$ cat src/rtl/uart_ctrl_pkg.sv
// Shared constants and types for the UART command sequencer.
package uart_ctrl_pkg;

    localparam int unsigned OPC_W   = 8;
    localparam int unsigned STATE_W = 3;

    // Frame opcodes (first byte of every command frame)
    localparam logic [OPC_W-1:0] WR_CMD = 8'hAA;
    localparam logic [OPC_W-1:0] RD_CMD = 8'hBB;

    // Sequencer states
    typedef enum logic [STATE_W-1:0] {
        S_IDLE    = 3'd0,
        S_W_ADDR  = 3'd1,
        S_W_DATA  = 3'd2,
        S_W_EXEC  = 3'd3,
        S_R_ADDR  = 3'd4,
        S_R_EXEC  = 3'd5,
        S_R_WAIT  = 3'd6,
        S_TX_SEND = 3'd7
    } state_e;

endpackage

$ cat src/rtl/uart_cmd_ctrl_if.sv
// Bus bundle between the command sequencer and the UART RX/TX + register file.
// master: the sequencer; slave: the surrounding UART and register-file logic.
interface uart_cmd_ctrl_if #(
    parameter int unsigned DATA_W = 8,
    parameter int unsigned ADDR_W = 4
);
    logic              Rx_Data_valid;
    logic [DATA_W-1:0] Rx_P_Data;
    logic              Rx_Parity_error;
    logic              Rx_stop_error;

    logic [ADDR_W-1:0] RF_Addr;
    logic [DATA_W-1:0] RF_WrData;
    logic              RF_WrEn;
    logic              RF_RdEn;
    logic [DATA_W-1:0] RF_RdData;
    logic              RF_RdData_valid;

    logic [DATA_W-1:0] Tx_P_Data;
    logic              Tx_Data_valid;
    logic              Tx_busy;

    logic              Frame_error;
    logic              Busy;

    modport master (
        input  Rx_Data_valid, Rx_P_Data, Rx_Parity_error, Rx_stop_error,
        input  RF_RdData, RF_RdData_valid, Tx_busy,
        output RF_Addr, RF_WrData, RF_WrEn, RF_RdEn,
        output Tx_P_Data, Tx_Data_valid, Frame_error, Busy
    );

    modport slave (
        output Rx_Data_valid, Rx_P_Data, Rx_Parity_error, Rx_stop_error,
        output RF_RdData, RF_RdData_valid, Tx_busy,
        input  RF_Addr, RF_WrData, RF_WrEn, RF_RdEn,
        input  Tx_P_Data, Tx_Data_valid, Frame_error, Busy
    );

endinterface

$ cat src/rtl/cmd_timeout_cnt.sv
// Inter-byte gap counter for partial command frames.
// Only built when CMD_TIMEOUT_EN is defined; empty otherwise.
`ifdef CMD_TIMEOUT_EN
module cmd_timeout_cnt #(
    parameter int unsigned TIMEOUT_CYC = 4096
) (
    input  logic clk,
    input  logic rst,
    input  logic clear,
    input  logic enable,
    output logic expired
);
    localparam int unsigned CNT_W = $clog2(TIMEOUT_CYC + 1);

    logic [CNT_W-1:0] count;

    // Count enabled cycles since the last clear; flag once TIMEOUT_CYC is reached
    always_ff @(posedge clk) begin
        if (rst || clear) begin
            count   <= '0;
            expired <= 1'b0;
        end else if (enable && !expired) begin
            count   <= count + CNT_W'(1);
            expired <= (count == CNT_W'(TIMEOUT_CYC - 1));
        end
    end

endmodule
`endif

$ cat src/rtl/uart_cmd_ctrl.sv
// Command sequencer behind the UART receiver: assembles write (AA,addr,data)
// and read (BB,addr) frames, drives register-file strobes and returns read
// data through the UART transmitter.
// Optional feature: CMD_TIMEOUT_EN aborts partial frames after TIMEOUT_CYC
// idle cycles between bytes; without it partial frames wait indefinitely.
module uart_cmd_ctrl
    import uart_ctrl_pkg::*;
#(
    parameter int unsigned DATA_W = 8,
    parameter int unsigned ADDR_W = 4
`ifdef CMD_TIMEOUT_EN
    ,
    parameter int unsigned TIMEOUT_CYC = 4096
`endif
) (
    input logic             CLK,
    input logic             Reset,
    uart_cmd_ctrl_if.master bus
);

    localparam logic [STATE_W-1:0] IDLE    = STATE_W'(S_IDLE);
    localparam logic [STATE_W-1:0] W_ADDR  = STATE_W'(S_W_ADDR);
    localparam logic [STATE_W-1:0] W_DATA  = STATE_W'(S_W_DATA);
    localparam logic [STATE_W-1:0] W_EXEC  = STATE_W'(S_W_EXEC);
    localparam logic [STATE_W-1:0] R_ADDR  = STATE_W'(S_R_ADDR);
    localparam logic [STATE_W-1:0] R_EXEC  = STATE_W'(S_R_EXEC);
    localparam logic [STATE_W-1:0] R_WAIT  = STATE_W'(S_R_WAIT);
    localparam logic [STATE_W-1:0] TX_SEND = STATE_W'(S_TX_SEND);

    logic [STATE_W-1:0] state,       next_state;
    logic [ADDR_W-1:0]  rf_addr,     next_rf_addr;
    logic [DATA_W-1:0]  rf_wrdata,   next_rf_wrdata;
    logic               rf_wren,     next_rf_wren;
    logic               rf_rden,     next_rf_rden;
    logic [DATA_W-1:0]  rd_byte,     next_rd_byte;
    logic [DATA_W-1:0]  tx_data,     next_tx_data;
    logic               tx_valid,    next_tx_valid;
    logic               frame_error, next_frame_error;
    logic               busy,        next_busy;

    logic               rx_valid;
    logic [DATA_W-1:0]  rx_byte;
    logic               rx_bad;
    logic               addr_bad;
    logic               timeout;

    assign rx_valid = bus.Rx_Data_valid;
    assign rx_byte  = bus.Rx_P_Data;
    assign rx_bad   = bus.Rx_Parity_error | bus.Rx_stop_error;
    assign addr_bad = (rx_byte >> ADDR_W) != '0;

`ifdef CMD_TIMEOUT_EN
    logic tmo_enable;
    logic tmo_clear;

    // Gap counter runs only while a frame is partially received
    assign tmo_enable = (state == W_ADDR) || (state == W_DATA) || (state == R_ADDR);
    assign tmo_clear  = rx_valid || !tmo_enable;

    cmd_timeout_cnt #(
        .TIMEOUT_CYC (TIMEOUT_CYC)
    ) u_timeout (
        .clk     (CLK),
        .rst     (Reset),
        .clear   (tmo_clear),
        .enable  (tmo_enable),
        .expired (timeout)
    );
`else
    assign timeout = 1'b0;
`endif

    // Next-state and next-output decode; every abort/overrun cause ORs into one error pulse
    always_comb begin
        next_state       = state;
        next_rf_addr     = rf_addr;
        next_rf_wrdata   = rf_wrdata;
        next_rf_wren     = 1'b0;
        next_rf_rden     = 1'b0;
        next_rd_byte     = rd_byte;
        next_tx_data     = tx_data;
        next_tx_valid    = 1'b0;
        next_frame_error = 1'b0;

        case (state)
            IDLE: begin
                if (rx_valid) begin
                    if (rx_bad) begin
                        next_frame_error = 1'b1;
                    end else if (rx_byte == DATA_W'(WR_CMD)) begin
                        next_state = W_ADDR;
                    end else if (rx_byte == DATA_W'(RD_CMD)) begin
                        next_state = R_ADDR;
                    end else begin
                        next_frame_error = 1'b1;
                    end
                end
            end

            W_ADDR: begin
                if (rx_valid) begin
                    if (rx_bad || addr_bad) begin
                        next_frame_error = 1'b1;
                        next_state       = IDLE;
                    end else begin
                        next_rf_addr = rx_byte[ADDR_W-1:0];
                        next_state   = W_DATA;
                    end
                end else if (timeout) begin
                    next_frame_error = 1'b1;
                    next_state       = IDLE;
                end
            end

            W_DATA: begin
                if (rx_valid) begin
                    if (rx_bad) begin
                        next_frame_error = 1'b1;
                        next_state       = IDLE;
                    end else begin
                        next_rf_wrdata = rx_byte;
                        next_rf_wren   = 1'b1;
                        next_state     = W_EXEC;
                    end
                end else if (timeout) begin
                    next_frame_error = 1'b1;
                    next_state       = IDLE;
                end
            end

            W_EXEC: begin
                next_frame_error = rx_valid;
                next_state       = IDLE;
            end

            R_ADDR: begin
                if (rx_valid) begin
                    if (rx_bad || addr_bad) begin
                        next_frame_error = 1'b1;
                        next_state       = IDLE;
                    end else begin
                        next_rf_addr = rx_byte[ADDR_W-1:0];
                        next_rf_rden = 1'b1;
                        next_state   = R_EXEC;
                    end
                end else if (timeout) begin
                    next_frame_error = 1'b1;
                    next_state       = IDLE;
                end
            end

            R_EXEC: begin
                next_frame_error = rx_valid;
                next_state       = R_WAIT;
            end

            R_WAIT: begin
                next_frame_error = rx_valid;
                if (bus.RF_RdData_valid) begin
                    next_rd_byte = bus.RF_RdData;
                    next_state   = TX_SEND;
                end
            end

            TX_SEND: begin
                next_frame_error = rx_valid;
                if (!bus.Tx_busy) begin
                    next_tx_data  = rd_byte;
                    next_tx_valid = 1'b1;
                    next_state    = IDLE;
                end
            end

            default: begin
                next_state = IDLE;
            end
        endcase

        next_busy = (next_state != IDLE);
    end

    // State and registered outputs; reset abandons any frame silently
    always_ff @(posedge CLK) begin
        if (Reset) begin
            state       <= IDLE;
            rf_addr     <= '0;
            rf_wrdata   <= '0;
            rf_wren     <= 1'b0;
            rf_rden     <= 1'b0;
            rd_byte     <= '0;
            tx_data     <= '0;
            tx_valid    <= 1'b0;
            frame_error <= 1'b0;
            busy        <= 1'b0;
        end else begin
            state       <= next_state;
            rf_addr     <= next_rf_addr;
            rf_wrdata   <= next_rf_wrdata;
            rf_wren     <= next_rf_wren;
            rf_rden     <= next_rf_rden;
            rd_byte     <= next_rd_byte;
            tx_data     <= next_tx_data;
            tx_valid    <= next_tx_valid;
            frame_error <= next_frame_error;
            busy        <= next_busy;
        end
    end

    assign bus.RF_Addr       = rf_addr;
    assign bus.RF_WrData     = rf_wrdata;
    assign bus.RF_WrEn       = rf_wren;
    assign bus.RF_RdEn       = rf_rden;
    assign bus.Tx_P_Data     = tx_data;
    assign bus.Tx_Data_valid = tx_valid;
    assign bus.Frame_error   = frame_error;
    assign bus.Busy          = busy;

endmodule

$ cat src/flat_wrapper.sv
// flat-port wrapper written by rule: the top's interface ports become plain ports
module uart_cmd_ctrl_flat import uart_ctrl_pkg::*;
#(
    parameter int unsigned DATA_W = 8,
    parameter int unsigned ADDR_W = 4

)
  (CLK, Reset, bus_Rx_Data_valid, bus_Rx_P_Data, bus_Rx_Parity_error, bus_Rx_stop_error, bus_RF_RdData, bus_RF_RdData_valid, bus_Tx_busy, bus_RF_Addr, bus_RF_WrData, bus_RF_WrEn, bus_RF_RdEn, bus_Tx_P_Data, bus_Tx_Data_valid, bus_Frame_error, bus_Busy);
  uart_cmd_ctrl_if #(.DATA_W(DATA_W), .ADDR_W(ADDR_W)) bus_i ();
  input logic CLK;
  input logic Reset;
  input wire logic [$bits(bus_i.Rx_Data_valid)-1:0] bus_Rx_Data_valid;
  input wire logic [$bits(bus_i.Rx_P_Data)-1:0] bus_Rx_P_Data;
  input wire logic [$bits(bus_i.Rx_Parity_error)-1:0] bus_Rx_Parity_error;
  input wire logic [$bits(bus_i.Rx_stop_error)-1:0] bus_Rx_stop_error;
  input wire logic [$bits(bus_i.RF_RdData)-1:0] bus_RF_RdData;
  input wire logic [$bits(bus_i.RF_RdData_valid)-1:0] bus_RF_RdData_valid;
  input wire logic [$bits(bus_i.Tx_busy)-1:0] bus_Tx_busy;
  output wire logic [$bits(bus_i.RF_Addr)-1:0] bus_RF_Addr;
  output wire logic [$bits(bus_i.RF_WrData)-1:0] bus_RF_WrData;
  output wire logic [$bits(bus_i.RF_WrEn)-1:0] bus_RF_WrEn;
  output wire logic [$bits(bus_i.RF_RdEn)-1:0] bus_RF_RdEn;
  output wire logic [$bits(bus_i.Tx_P_Data)-1:0] bus_Tx_P_Data;
  output wire logic [$bits(bus_i.Tx_Data_valid)-1:0] bus_Tx_Data_valid;
  output wire logic [$bits(bus_i.Frame_error)-1:0] bus_Frame_error;
  output wire logic [$bits(bus_i.Busy)-1:0] bus_Busy;
  assign bus_i.Rx_Data_valid = bus_Rx_Data_valid;
  assign bus_i.Rx_P_Data = bus_Rx_P_Data;
  assign bus_i.Rx_Parity_error = bus_Rx_Parity_error;
  assign bus_i.Rx_stop_error = bus_Rx_stop_error;
  assign bus_i.RF_RdData = bus_RF_RdData;
  assign bus_i.RF_RdData_valid = bus_RF_RdData_valid;
  assign bus_i.Tx_busy = bus_Tx_busy;
  assign bus_RF_Addr = bus_i.RF_Addr;
  assign bus_RF_WrData = bus_i.RF_WrData;
  assign bus_RF_WrEn = bus_i.RF_WrEn;
  assign bus_RF_RdEn = bus_i.RF_RdEn;
  assign bus_Tx_P_Data = bus_i.Tx_P_Data;
  assign bus_Tx_Data_valid = bus_i.Tx_Data_valid;
  assign bus_Frame_error = bus_i.Frame_error;
  assign bus_Busy = bus_i.Busy;
  uart_cmd_ctrl #(.DATA_W(DATA_W), .ADDR_W(ADDR_W)) u_core (.CLK(CLK), .Reset(Reset), .bus(bus_i));
endmodule
$ cat config.mk
export PLATFORM = sky130hd
export DESIGN_NAME = uart_cmd_ctrl_flat
export DESIGN_NICKNAME = d
export VERILOG_FILES = /design/src/rtl/uart_ctrl_pkg.sv /design/src/rtl/uart_cmd_ctrl_if.sv /design/src/rtl/cmd_timeout_cnt.sv /design/src/rtl/uart_cmd_ctrl.sv /design/src/flat_wrapper.sv
export SDC_FILE = /design/constraint.sdc
export NUM_CORES = 1
export LEC_CHECK = 0
export ABC_AREA = 1
export BUFFER_PORTS_ARGS = -buffer_cell sky130_fd_sc_hd__buf_2
export CORE_ASPECT_RATIO = 2
export CORE_MARGIN = 1
export CORE_UTILIZATION = 54
export CTS_BUF_LIST = sky130_fd_sc_hd__clkbuf_4 sky130_fd_sc_hd__clkbuf_8
export CTS_CLUSTER_SIZE = 16
export DETAILED_ROUTE_END_ITERATION = 12
export PLACE_DENSITY = 0.93
export RECOVER_POWER = 100
export SYNTH_ARGS = -nofsm -noshare
export SYNTH_HDL_FRONTEND = slang
export SYNTH_SLANG_ARGS = --single-unit
$ cat constraint.sdc
create_clock -name CLK -period 3.3 [get_ports CLK]
set_input_delay 0.33 -clock CLK [delete_from_list [all_inputs] [get_ports CLK]]
set_output_delay 0.33 -clock CLK [all_outputs]
set_load 0.01 [all_outputs]
==> flow_summary.toml <==
[sta]
grt_setup_unrepaired = "false"
slew_headroom_pct = 53.4
post-route-min-period_ns = 1.79
worst-slew-pin-transition_ns = 0.698
hold_violations = 0
fin_skew_ns = 0.00398
max_freq_ghz = 0.560
period_share_pct = 54.2
slew_viol_final = 0
setup_violations = 0
layout_setup_ws_ns = 1.51
timing.setup.tns_ns = 0

[critical_path]
start_kind = "flip-flop"
r2r-end = "u_core.bus.RF_WrData[7]$_SDFFE_PP0P_"
critPathTopFamily = "flip-flops"
critical_path_buf_inv_count = 1
cp.arrival_ns = 1.95
max_stage_delay_ns = 0.52
cp-startpoint = "u_core.state[2]$_SDFF_PP0_"
path_cells = "nor2_1 > nand3_1 > clkinvlp_2 > o21ai_0 > a21oi_2"
cp_data_required_time_ns = 3.47
path_depth = 5
worst-setup-path-type = "flip-flop to flip-flop"
cp_max_fo = 13
critPathCaptureType = "flip-flop"
crit_path_end = "u_core.bus.RF_WrData[7]$_SDFFE_PP0P_"
cpMaxStageDelayCell = "dfxtp_1"
r2r-start = "u_core.state[2]$_SDFF_PP0_"
r2r_cells = 5
reg2reg_slack_ns = 1.51

[finish]
layout.nets = 278
ff_latch_area_um2 = 721
fillers = 266
n_antenna_cell = 0
multiInputGateArea_um2 = 654
drive_gt1_share_pct = 14.5
area.growth.synth_to_final_pct = 17.6

[routing]
ant_nets = 0
drc = 0
via_per_inst = 5.20
drt-total-wl_mm = 3.37
drt_first_pass_iters = 4
wl_per_cell_um = 11.8
drt_iter0_markers = 51
route.vias.total = 1483

[global_route]
grt-ovfl-total = 0
grt_pass1_wl_mm = 5.37
grt_usage_pct = 24.6
grt_pass1_vias = 1313
grt_max_degree = 33
antenna_found_initial = 0

[floorplan]
start_util_pct = 56.1
row_count = 27
dieHeight_um = 77.4
fp.dieArea_mm2 = 0.00308
fp.dieW_um = 39.7
coreArea_mm2 = 0.00274
pin_count = 48

[cts]
cts_resized = 0
clk_latency_ns = 0.28
cts_buffer_depth = 2
cts_root_buf = "clkbuf_8"
postCtsSetupBuffers = 0
cts_sinks = 36
hold_buffers = 0
cts.clk_slew.worst_paths_ns = 0.07
cts_tree = "built"
cts_made_buffers = 5
htreeDepth = 2

[place]
dp_hpwl_mm = 2.53
place.gp.congestion = 0.864
pre_cts_ws_ns = 1.84
io_buffers = 47

[outcome]
status = "finished clean"

[synth]
synth_area_per_cell_um2 = 7.39
synth_cell_types = 26
synth_top_area_cell = "dfxtp_1"
ys_seq_area_share_pct = 46.9
syn_inst = 208
synth-seq-cells = 36
synth.top_cell.area_share_pct = 46.9
ys_warn_count = 0
synth.net_count = 231
netlist_top_cells_area = "dfxtp_1, nor2_1, o21ai_0"
synth_area_mm2 = 0.00154

[hold_path]
min_path_type = "input port to flip-flop"

[pwr]
powerDensity_mw_per_mm2 = 473
ir_drop_mv = 0.307
finalPower_w = 0.000854
leakage_nw = 0.813

[flow_run]
cap_violations = 0
-- through the flow --
step	hold slack (ns)	util, %	cells	instance area [um^2]
global route	0.278	66.0	285	1810
global placement	0.456	64.4	277	1760
floorplan	0.402	-	208	1540
finish	0.277	66.0	285	1810
CTS	0.268	68.4	285	1870
detailed placement	0.466	64.4	277	1760
-- kinds of logic after synthesis --
kind of cell | after synthesis | synth area share [%]
buffers and inverters | 27 | 8.22
AO/OA/AOI/OAI | 44 | 15.7
AND/OR/NAND/NOR | 101 | 29.2
flip-flops | 36 | 46.9
-- cells in the final DEF (no fill, tap or decap) --
cell type   instances
dfxtp_1            36
a21oi_2             2
nor2_1             54
nor4_1              1
o21ai_1             2
clkbuf_1           25
nor2_4              1
a21oi_1            10
clkinv_2            1
inv_1              17
buf_2              22
o211ai_1            1
clkinvlp_2          2
clkbuf_8            5
inv_4               1
nor3_1              3
nand2_4             1
nand2_1            27
clkinvlp_4          1
bufinv_16           1
nand4_1             5
nand3_1             9
o21ai_0            29
-- layer usage --
layer / GRT usage (%) / vias up / wire length (um)
met5: 0 / - / 0
met4: 14.5 / 0 / 82
met3: 5.43 / 8 / 153
met2: 41.5 / 42 / 1860
met1: 25.6 / 671 / 1270
li1: - / 762 / -
-- Yosys cell counts (all sizes together) --
cell and count:
nor2 55, dfxtp 36, o21ai 31, nand2 28, inv 18, a21oi 12
nand3 9, buf 6, nand4 5, nor3 3, clkinv 2, clkbuf 1
nor4 1, o211ai 1
-- cell type report --
class	instances	share of cell area, %
Tap cell	29	2.01
Clock buffer	5	3.81
Clock inverter	3	2.35
Inverter	20	4.43
Timing Repair Buffer	47	11.3
Multi-Input combinational cell	145	36.2
Sequential cell	36	39.9
-- report_power, final --
part	switching (W)	total, W	internal [W]	leakage [nW]
registers	0.000000238	0.000435	0.000435	0.290
clock network	0.000154	0.000377	0.000223	0.0541
logic	0.0000255	0.0000419	0.0000163	0.469
-- registers in the layout, summed over array words and instances (netlist names) --
signal	cells
u_core.bus.RF_WrData	8
u_core.bus.RF_RdEn	1
u_core.bus.Tx_P_Data	8
u_core.bus.Frame_error	1
u_core.bus.RF_Addr	4
u_core.bus.Busy	1
u_core.state	3
u_core.bus.RF_WrEn	1
u_core.rd_byte	8
u_core.bus.Tx_Data_valid	1
-- worst min-delay path by stage --
stage	start	endpoint	slack, ns	depth (start not counted)
final	Reset	u_core.bus.RF_WrEn$_SDFF_PP0_	0.28	2
after global routing	Reset	u_core.bus.Tx_Data_valid$_SDFF_PP0_	0.28	2
after CTS	Reset	u_core.bus.RF_WrEn$_SDFF_PP0_	0.27	2
after detailed placement	u_core.rd_byte[1]$_SDFFE_PP0P_	u_core.rd_byte[1]$_SDFFE_PP0P_	0.47	2
after global placement	u_core.bus.Tx_P_Data[5]$_SDFFE_PP0P_	u_core.bus.Tx_P_Data[5]$_SDFFE_PP0P_	0.46	2
after floorplan	Reset	u_core.bus.RF_WrEn$_SDFF_PP0_	0.40	1
-- worst register-to-register path, delay by kind of cell (launching register included) --
family	cells	cell delay [ns]
flip-flops	1	0.52
AO/OA/AOI/OAI	2	0.41
buffers and inverters	1	0.40
AND/OR/NAND/NOR	2	0.34
Note: power is estimated with default switching activity, not from simulation.
